$ cat src/rtl/lcd_rgb_rx.sv
// lcd_rgb_rx: parallel RGB LCD capture with pixel coordinates, geometry measurement and lock.
// Define LCD_RX_CHKSUM_EN to add the per-frame XOR checksum output frame_chksum.
module lcd_rgb_rx #(
    parameter int H_DISP      = 800,
    parameter int V_DISP      = 480,
    parameter int LOCK_FRAMES = 2,
    parameter int TIMEOUT     = 1000000
) (
    input  logic        sys_clk,
    input  logic        sys_rst_n,
    input  logic        lcd_de,
    input  logic        lcd_hs,
    input  logic        lcd_vs,
    input  logic [23:0] lcd_rgb,
    output logic        pixel_valid,
    output logic [23:0] pixel_data,
    output logic [10:0] pixel_xpos,
    output logic [10:0] pixel_ypos,
    output logic        frame_start,
    output logic [10:0] h_active,
    output logic [10:0] v_active,
    output logic        locked,
    output logic        frame_err
`ifdef LCD_RX_CHKSUM_EN
    ,
    output logic [23:0] frame_chksum
`endif
);

    localparam logic [10:0] XMAX   = 11'h7FF;
    localparam logic [10:0] H_EXP  = 11'(H_DISP);
    localparam logic [10:0] V_EXP  = 11'(V_DISP);
    localparam logic [3:0]  LOCK_N = 4'(LOCK_FRAMES);
    localparam logic [23:0] WD_MAX = 24'(TIMEOUT);

    typedef enum logic [1:0] {SEARCH, MEASURE, LOCKED} state_t;

    logic        de_q, hs_q, vs_q, de_p_q, hs_p_q, vs_p_q;
    logic [23:0] rgb_q;
    logic        valid_q, fs_q, err_q, err_d, bad_q, bad_d;
    logic [23:0] data_q;
    logic [10:0] xpos_q, xpos_d, ypos_q, ypos_d;
    logic [10:0] hact_q, hact_d, vact_q, vact_d, lines_q, lines_d;
    logic [23:0] wd_q, wd_d;
    logic [3:0]  good_q, good_d;
    state_t      state_q, state_d;

    logic        de_rise, de_fall, hs_fall, vs_fall, close_line, line_bad, bad_cl, frame_bad;
    logic [10:0] last_x, line_len, lines_cl;

    function automatic logic [10:0] sat_inc(input logic [10:0] v);
        return (v == XMAX) ? v : v + 11'd1;
    endfunction

    // Input capture plus one cycle of history for edge detection; idle bus at reset.
    always_ff @(posedge sys_clk or negedge sys_rst_n) begin
        if (!sys_rst_n) begin
            de_q   <= 1'b0;
            hs_q   <= 1'b1;
            vs_q   <= 1'b1;
            rgb_q  <= '0;
            de_p_q <= 1'b0;
            hs_p_q <= 1'b1;
            vs_p_q <= 1'b1;
        end else begin
            de_q   <= lcd_de;
            hs_q   <= lcd_hs;
            vs_q   <= lcd_vs;
            rgb_q  <= lcd_rgb;
            de_p_q <= de_q;
            hs_p_q <= hs_q;
            vs_p_q <= vs_q;
        end
    end

    assign de_rise = de_q & ~de_p_q;
    assign de_fall = ~de_q & de_p_q;
    assign hs_fall = ~hs_q & hs_p_q;
    assign vs_fall = ~vs_q & vs_p_q;

    always_comb begin
        xpos_d = xpos_q;
        if (de_q) xpos_d = de_rise ? 11'd0 : sat_inc(xpos_q);
        // A line still in DE at VS fall is closed with the pixel of this cycle included.
        close_line = de_fall | (vs_fall & de_q);
        last_x     = de_fall ? xpos_q : xpos_d;
        line_len   = sat_inc(last_x);
        line_bad   = (last_x == XMAX) || (line_len != H_EXP);
        lines_cl   = close_line ? sat_inc(lines_q) : lines_q;
        bad_cl     = bad_q | (close_line & line_bad) | (hs_fall & de_q);
        frame_bad  = bad_cl | (lines_cl != V_EXP);
        hact_d     = close_line ? line_len : hact_q;
        vact_d     = vs_fall ? lines_cl : vact_q;
        ypos_d     = vs_fall ? 11'd0 : (close_line ? sat_inc(ypos_q) : ypos_q);
        lines_d    = vs_fall ? 11'd0 : lines_cl;
        bad_d      = vs_fall ? 1'b0 : bad_cl;
        wd_d       = vs_fall ? 24'd0 : ((wd_q == WD_MAX) ? wd_q : wd_q + 24'd1);
    end

    always_comb begin
        state_d = state_q;
        good_d  = good_q;
        err_d   = 1'b0;
        if (wd_q == WD_MAX && !vs_fall) begin
            state_d = SEARCH;
            good_d  = 4'd0;
        end else if (vs_fall) begin
            case (state_q)
                SEARCH: begin
                    state_d = MEASURE;
                    good_d  = 4'd0;
                end
                MEASURE: begin
                    if (frame_bad) begin
                        good_d = 4'd0;
                        err_d  = 1'b1;
                    end else begin
                        good_d = good_q + 4'd1;
                        if (good_d >= LOCK_N) state_d = LOCKED;
                    end
                end
                LOCKED: begin
                    if (frame_bad) begin
                        state_d = MEASURE;
                        good_d  = 4'd0;
                        err_d   = 1'b1;
                    end
                end
                default: state_d = SEARCH;
            endcase
        end
    end

    always_ff @(posedge sys_clk or negedge sys_rst_n) begin
        if (!sys_rst_n) begin
            valid_q <= 1'b0;
            data_q  <= '0;
            xpos_q  <= '0;
            ypos_q  <= '0;
            fs_q    <= 1'b0;
            hact_q  <= '0;
            vact_q  <= '0;
            lines_q <= '0;
            bad_q   <= 1'b0;
            err_q   <= 1'b0;
            wd_q    <= '0;
            good_q  <= '0;
            state_q <= SEARCH;
        end else begin
            valid_q <= de_q;
            data_q  <= rgb_q;
            xpos_q  <= xpos_d;
            ypos_q  <= ypos_d;
            fs_q    <= vs_fall;
            hact_q  <= hact_d;
            vact_q  <= vact_d;
            lines_q <= lines_d;
            bad_q   <= bad_d;
            err_q   <= err_d;
            wd_q    <= wd_d;
            good_q  <= good_d;
            state_q <= state_d;
        end
    end

    assign pixel_valid = valid_q;
    assign pixel_data  = data_q;
    assign pixel_xpos  = xpos_q;
    assign pixel_ypos  = ypos_q;
    assign frame_start = fs_q;
    assign h_active    = hact_q;
    assign v_active    = vact_q;
    assign locked      = (state_q == LOCKED);
    assign frame_err   = err_q;

`ifdef LCD_RX_CHKSUM_EN
    logic [23:0] acc_q, acc_d, sum_q, sum_d, acc_nxt;

    always_comb begin
        acc_nxt = acc_q ^ (de_q ? rgb_q : 24'd0);
        acc_d   = vs_fall ? 24'd0 : acc_nxt;
        sum_d   = vs_fall ? acc_nxt : sum_q;
    end

    always_ff @(posedge sys_clk or negedge sys_rst_n) begin
        if (!sys_rst_n) begin
            acc_q <= '0;
            sum_q <= '0;
        end else begin
            acc_q <= acc_d;
            sum_q <= sum_d;
        end
    end

    assign frame_chksum = sum_q;
`endif

endmodule

$ cat config.mk
export PLATFORM = sky130hd
export DESIGN_NAME = lcd_rgb_rx
export DESIGN_NICKNAME = d
export VERILOG_FILES = /design/src/rtl/lcd_rgb_rx.sv
export SDC_FILE = /design/constraint.sdc
export NUM_CORES = 1
export LEC_CHECK = 0
export CORE_MARGIN = 2
export CORE_UTILIZATION = 30
export DETAILED_ROUTE_END_ITERATION = 8
export GPL_TIMING_DRIVEN = 0
export HOLD_SLACK_MARGIN = 0.12
export PLACE_DENSITY_LB_ADDON = 0.25
export SYNTH_ARGS = -nofsm -noshare
export SYNTH_HDL_FRONTEND = slang
export SYNTH_SLANG_ARGS = --single-unit
$ cat constraint.sdc
create_clock -name sys_clk -period 5.1 [get_ports sys_clk]
set_input_delay 1.02 -clock sys_clk [delete_from_list [all_inputs] [get_ports sys_clk]]
set_output_delay 1.02 -clock sys_clk [all_outputs]
set_load 0.02 [all_outputs]
Word-level counts from Yosys, hierarchy flattened. Cells that the tools add are included.

Input bits: 29. Register bits after elaboration: 142. Word-level logic and storage cells: 95.

Equality and inequality tests: 14. Multiplexer cells: 29. Add/subtract/negate cells: 6. Bitwise logic cells: 15. $lt $le $gt $ge: 1. Reduce and logical (&&, ||, !) cells: 11.

Operators with widths (count): two-way mux 11 bit (11); two-way mux 24 bit (2); adder 11 x 1 -> 11 bit, second input constant (4); == test 11 bit, second input constant (4); adder 24 x 1 -> 24 bit, second input constant (1); == test 24 x 20 -> 1 bit, second input constant (1); two-way mux 4 bit (4); one-hot mux 4 bit (3 select lines) (1); inequality test 11 x 10 -> 1 bit, second input constant (1); inequality test 11 x 9 -> 1 bit, second input constant (1); two-way mux 2 bit (5); AND 1 bit (7); inequality test 3 bit, second input constant (2); one-hot mux 2 bit (3 select lines) (1); two-way mux 1 bit (5); adder 4 x 1 -> 4 bit, second input constant (1); greater-or-equal comparator 4 x 2 -> 1 bit, second input constant (1); inequality test 2 bit, second input constant (2); NOT 1 bit (4); bitwise OR 1 bit (4); AND reduction 4 bit (1); nonzero test 2 bit (2); nonzero test 4 bit (1); inequality test 3 x 1 -> 1 bit, second input constant (1); 9 further kinds (9).

Depth between registers and ports, before layout. Gate-level depths: netlist (run 1).

Word-level depth: 17. Mapped depth: 18. Depth with buffers taken out: 17.

Worst setup path before layout (run 1). OpenSTA, ideal clock, no wires.

Kind: flip-flop to flip-flop. Start point: register xpos_q[1] (netlist: pixel_xpos[1]). End point: register good_q[1]. Path slack: 1.139 ns. Arrival time: 3.836 ns. Library setup time: 0.125 ns. Required time: 4.975 ns. Path buffers: 1. Stages on the path, launching flop included: 19. Cell sequence: dfrtp_1 > ha_1 > buf_2 > nand3_1 > nor3_2 > a21bo_2 > nand2_1 > o31a_2 > inv_1 > ha_1 > nand3_1 > nor4_1 > nand2_1 > o41ai_4 > mux2i_1 > o41ai_4 > nand2_2 > a21boi_4 > mux2_4.

Word-level cells in the longest chain between the ends: 17. Elaborated cells between the ends (all ways): 21. Those cells by class: add/sub: 2; eq/ne: 4; mux: 9; bitwise: 4; reduce/logical: 2.

RTL lines: from (decl) (line 42) `logic [10:0] xpos_q, xpos_d, ypos_q, ypos_d;`; from (signal assigned) (line 152) `xpos_q <= xpos_d;`; adder 11 x 1 -> 11 bit / == test 11 bit (equally long branches) (line 52) `return (v == XMAX) ? v : v + 11'd1;`; two-way mux 11 bit (line 52); two-way mux 11 bit (2 in series) (line 83) `if (de_q) xpos_d = de_rise ? 11'd0 : sat_inc(xpos_q);`; two-way mux 11 bit * (line 86) `last_x = de_fall ? xpos_q : xpos_d;`; adder 11 x 1 -> 11 bit / == test 11 bit (equally long branches) (line 52, 88); two-way mux 11 bit (line 52); inequality test 11 x 10 -> 1 bit (line 88) `line_bad = (last_x == XMAX) || (line_len != H_EXP);`; logical OR 1 bit * (line 88); AND 1 bit * (line 90) `bad_cl = bad_q | (close_line & line_bad) | (hs_fall & de_q);`; bitwise OR 1 bit * (2 in series) (line 90); bitwise OR 1 bit * (line 91) `frame_bad = bad_cl | (lines_cl != V_EXP);`; two-way mux 4 bit (line 114) `if (frame_bad) begin`; one-hot mux 4 bit (3 select lines) (line 108) `case (state_q)`; two-way mux 4 bit (line 107) `end else if (vs_fall) begin`; two-way mux 4 bit (line 104) `if (wd_q == WD_MAX && !vs_fall) begin`; to (signal assigned) (line 161) `good_q <= good_d;`; to (decl) (line 45) `logic [3:0] good_q, good_d;`.

Mark *: on every way between the ends. The rest lies on a longest branch, timed or not. The select of a mux whose other input is x is not followed. A chain may end at the register's enable or synchronous reset.

Final worst setup path (run 1). Ends and elaborated chain as after synthesis.

==> results.cfg, run 1 <==
[finish]
fill_cells = 2114
syn_to_final_growth_pct = 30.1
drive_above_1_share = 0.109
final_area_um2 = 8560
nets = 781
n_antenna_cell = 0

[routing]
drtIter0Drc = 205
dr.pass1.iters = 4
vias_per_cell = 4.89
wl_mm = 15.6
ant_nets = 0
routedWlPerCell_um = 15.1
drc = 0
num_vias = 5047

[power_and_ir_drop]
combPwrFrac = 0.146
swShare = 0.285
p_int_mw = 2.14
p_leak_nw = 3.59
ir_drop_v = 0.000199
power_density_nw_per_um2 = 349
p_seq_frac = 0.426
p_switching_uw = 850
pwr-share-clk = 0.428

[worst_setup_path]
path_class = reg -> reg
reg2reg_slack_ps = 670
cp_max_fo = 10
end_kind = flip-flop
cp-start-kind = flip-flop
arrival_ps = 4740
reg2reg_from = pixel_xpos[1]
required_ps = 5410
cp-startpoint = pixel_xpos[1]

[placed_design]
placed_cell_area_um2 = 7960
port_buffers = 100
pre_cts_slack_ps = 693
dpl.hpwl_mm = 11.0
gp_congestion = 0.841

[synth]
synthDistinctLibCells = 84
synth-async-reset-ratio = 1.00
yosys_warnings = 0
syn_nets = 661
synth_flop_cell = dfrtp_1
ys_seq_area_frac = 0.540
synth_top_area_cell = dfrtp_1
synth_area_leaders = dfrtp_1 52%, nor2_1 3.7%, nand2_1 3.5%
netlist_area_um2 = 6580
synth_edf_count = 0
synth_area_per_cell_um2 = 10.6
syn_inst = 620
synth_top_area_share = 0.525
synth_seq_cells = 142

[clock_network]
numCtsBuffers = 17
hold_buffers = 0
cts-root-buf = clkbuf_16
clk_latency_ps = 420
cts_sinks = 142
path_clk_slew_ps = 70
htree_num_levels = 4
post_cts_resized = 0
cts_tree = done
cts_setup_buffers = 0
cts.path.max_buffers = 2

[flow_run]
cap_violations = 0

[floorplanning]
die_h_um = 152
row_count = 54
core_um2 = 21700
die_w_um = 152
io_pins = 101
die_area_um2 = 23100
start_util = 0.304

[timing]
hold_ws_ps = 345
layout_setup_ws_ps = 669
fin_worst_skew_ps = 11.3
rsz0062_at_grt = false
setup_viol = 0
fmax_mhz = 226
tightest_slew_ps = 954
slew_viol_final = 0
fin_crit_sh = 0.869
finalHoldViolCount = 0
slew_headroom = 0.358
fin_crit_ps = 4430

[run_status]
status = finished, final reports clean

[global_route]
grt_usage = 0.139
grt_pass1_vias = 4988
antenna_found_initial = 0
grt_overflow_total = 0
grt_pass1_wl_mm = 26.2
grt_max_degree = 93

[hold_path]
hold_start = rgb_q[23]
hp-class = reg -> reg
power groups by stage:
stage / Clock [mW] / Sequential, mW / Combinational, mW
6_report: 1.28 / 1.27 / 0.435
4_1_cts: 1.33 / 1.27 / 0.444
2_1_floorplan: 0 / 1.33 / 0.196
3_3_place_gp: 0 / 1.29 / 0.435
3_5_place_dp: 0 / 1.29 / 0.442
5_1_grt: 1.37 / 1.28 / 0.479
synthesized netlist by cell type, drive strengths merged, types with 4 or more instances:
cell and instances:
or3 14, nand4 11, xnor2 14, nor4 10, and4 5, nand3 27, nand2 64, xor2 20
and3 9, nor2 65, nor4b 4, dfstp 4, clkbuf 11, ha 12, o211ai 6, mux2i 9
a21boi 4, dfrtp 138, a21oi 27, a31oi 11, buf 11, o21ai 42, nand2b 8, a21o 6
nand3b 4, inv 20, nor3 13
sequential cells by signal (all words and copies together) (netlist names), 2 cells and up:
name        flops
state_q         2
wd_q           24
good_q          4
pixel_data     24
v_active       11
lines_q        11
pixel_ypos     11
h_active       11
pixel_xpos     11
rgb_q          24
critical path, stage by stage, from the launching register on:
cell     delay, ps
dfrtp_1        490
ha_1           190
buf_2          200
nand3_1        140
nor3_2         290
a21bo_2        190
nand2_1         50
o31a_2         160
inv_1           80
ha_1           210
nand3_1        110
nor4_1         280
nand2_1        250
o41ai_4        320
mux2i_1        460
nor3_1         130
a41oi_1        420
nor2_1          70
mux2_4         270
cells by family (layout without fill, tap and decap cells):
logic type,after synthesis,in the layout,synth area share
muxes,11,11,0.0177
adders and majority gates,12,12,0.0228
xor gates and xnor gates,34,34,0.0452
AOI/OAI and AO/OA,129,129,0.142
and+or+nand+nor,249,249,0.198
DFF,142,142,0.540
buffers and inverters,43,176,0.0334
worst paths after layout:
| kind | to | cells after the start |
|---|---|---|
| min reg2reg | pixel_data[23] | 0 |
| max | good_q[1] | 18 |
| max reg2reg | good_q[1] | 18 |
| min in group asynchronous | rgb_q[16] | 1 |
| max in group asynchronous | vs_q | 2 |
| min | pixel_data[23] | 0 |
metal layers:
metal / global-route usage / wire (um)
met5: 0 / 0
met4: 0.0463 / 222
met3: 0.0461 / 920
met2: 0.221 / 7300
met1: 0.180 / 7190
area by class of cell:
| cell class | instances | area (um2) | area share |
|---|---|---|---|
| multi-input cells | 435 | 2810 | 0.328 |
| flip-flops and latches | 142 | 3560 | 0.416 |
| clock inverters | 15 | 174 | 0.0203 |
| repair buffers | 101 | 1030 | 0.120 |
| well taps | 280 | 350 | 0.0409 |
| clock buffers | 17 | 425 | 0.0497 |
| plain buffers | 22 | 136 | 0.0159 |
| inverters | 21 | 83.8 | 0.00979 |
per-stage QoR:
stage                     power, mW  cells  TNS [ps]   util
after global routing           3.14   1033         0  0.395
after global placement         1.73   1000   -398670  0.366
after CTS                      3.04   1033         0  0.395
final                          2.99   1033         0  0.395
after floorplan                1.52    620         0      -
after detailed placement       1.73   1001         0  0.367
cell usage in the layout (no fill, tap or decap), types with 6 or more instances in the layout:
cell type          n
inv_6              6
mux2i_1            9
clkbuf_1          11
a21oi_1           27
clkdlybuf4s50_1   99
nor3_1            12
nand4_1            9
nand2b_1           8
dfrtp_1          138
a31oi_1           11
nand2_1           62
or3_1             13
inv_1             19
o21ai_0           40
and3_1             8
clkbuf_16         17
nand3_1           25
xor2_1            20
ha_1              12
xnor2_1           14
nor2_1            65
nor4_1             9
buf_6              7
o211ai_1           6
(Power assumes the default switching activity.)
==> inputs of run 2 (changes only) <==
- CORE_MARGIN: 2 -> 1.5
==> run 2 against run 1 <==
  * Clock power about the same
  * Sequential power about the same
  * Wire length about the same
  * Critical path type unchanged
  * Critical endpoint unchanged
  * Highest routed layer unchanged
==> results.cfg, run 2 (synthesized netlist as in run 1, its figures left out) <==
[run_status]
status = finished, final reports clean

[worst_setup_path]
cp_max_fo = 10
critPathMaxStageDelay_ps = 480
path_cells = ha_1 -> buf_2 -> nand3_1 -> nor3_2 -> a21bo_2 -> nand2_1 -> o31a_2 -> inv_1 -> ha_1 -> nand3_1 -> nor4_1 -> nand2_1 -> o41ai_4 -> mux2i_1 -> o41ai_4 -> nand2_2 -> a21boi_4 -> mux2_4
critPathCapture = good_q[1]
r2r-end = good_q[1]
cp-startpoint = pixel_xpos[1]
reg2reg_slack_ps = 670
end_kind = flip-flop
arrival_ps = 4740
path_class = reg -> reg
reg2reg_from = pixel_xpos[1]
required_ps = 5410
slowest_stage = dfrtp_1
rr_worst_depth = 18
cp-start-kind = flip-flop

[finish]
final_cell_mix = 138 x dfrtp_1, 99 x clkdlybuf4s50_1, 65 x nor2_1, 62 x nand2_1, 40 x o21ai_0
layout.cells.most_common = dfrtp_1
n_antenna_cell = 0
multi_input_area_um2 = 2810
drive_above_1_share = 0.109
final_area_um2 = 8580
nets = 781
seqCellArea_um2 = 3560
syn_to_final_growth_pct = 30.3
fill_cells = 2097

[floorplanning]
die_w_um = 151
row_count = 54
core_um2 = 21700
io_pins = 101
start_util = 0.304
die_h_um = 151
die_area_um2 = 22800

[timing]
rsz0062_at_grt = false
hold_ws_ps = 341
slew_headroom = 0.189
setup_viol = 0
fmax_mhz = 226
fin_crit_ps = 4430
fin_crit_sh = 0.868
fin_worst_skew_ps = 9.44
finalHoldViolCount = 0
slew_viol_final = 0
tightest_slew_ps = 1200

[routing]
drc = 0
num_vias = 5056
wl_mm = 15.6
dr.pass1.iters = 4
vias_per_cell = 4.89
drtIter0Drc = 212
routedWlPerCell_um = 15.1
ant_nets = 0

[global_route]
grt_usage = 0.147
antenna_found_initial = 0
grt_pass1_vias = 4952
grt_max_degree = 96
grt_overflow_total = 0
grt_pass1_wl_mm = 25.8

[placed_design]
port_buffers = 100
placed_cell_area_um2 = 7960
dpl.hpwl_mm = 11.0
gp_congestion = 0.821

[clock_network]
cts_setup_buffers = 0
htree_num_levels = 4
clk_latency_ps = 430
post_cts_resized = 0
cts-root-buf = clkbuf_16
cts_tree = done
cts.path.max_buffers = 2
cts_sinks = 142
path_clk_slew_ps = 70
numCtsBuffers = 17
hold_buffers = 0

[power_and_ir_drop]
p_total_mw = 3.01
ir_drop_v = 0.000221
power_density_nw_per_um2 = 351
p_leak_nw = 3.60

[hold_path]
hp-class = reg -> reg
holdPathStages = 0
hold_start = rgb_q[18]

[flow_run]
cap_violations = 0
==> run 2: critical path: cells and delay by family, from the launching register on <==
family	cells	cell delay, ps
adder cells (fa/ha/maj)	2	390
AO/OA/AOI/OAI	5	1350
AND/OR/NAND/NOR	7	1270
buffers and inverters	2	290
multiplexers	2	530
flip-flops	1	480
==> run 2: layout make-up <==
class | instances | area share
buffer | 22 | 0.0159
clock buffer | 17 | 0.0496
clock inverter | 15 | 0.0222
inverter | 21 | 0.00977
multi-input combinational | 435 | 0.327
sequential | 142 | 0.415
tap | 280 | 0.0408
timing repair buffer | 101 | 0.120
==> run 2: where the power goes <==
| group | total, mW | switching (mW) | internal (mW) |
|---|---|---|---|
| combinational | 0.435 | 0.245 | 0.189 |
| clock | 1.30 | 0.557 | 0.748 |
| sequential | 1.27 | 0.0665 | 1.21 |
| total | 3.01 | 0.869 | 2.14 |
==> run 2: routing by layer <==
metal / global-route usage / vias up / part of all wire
met3: 0.0494 / 14 / 0.064
met4: 0.0505 / 0 / 0.011
met2: 0.226 / 125 / 0.46
li1: - / 2445 / -
met5: 0 / - / 0
met1: 0.193 / 2472 / 0.46
==> run 2: how the worst min path moves through the flow <==
stage	endpoint	slack, ps
after floorplan	pixel_data[0]	330
after global placement	pixel_data[15]	330
after detailed placement	pixel_data[18]	330
after CTS	pixel_data[18]	340
after global routing	pixel_data[18]	350
final	pixel_data[18]	340
==> run 2: per-stage QoR <==
stage               setup TNS [ps]  setup slack, ps   util  instances
finish                           0              672  0.396       1033
global route                     0              185  0.396       1033
CTS                              0              657  0.396       1033
detailed placement               0              685  0.367       1001
global placement           -409730            -2950  0.366       1000
floorplan                        0             1140      -        620
==> inputs of run 3 (changes only) <==
- TNS_END_PERCENT: not set -> 30
==> results of run 3 <==
Final layout, timing and power as in run 2 (identical DEF).
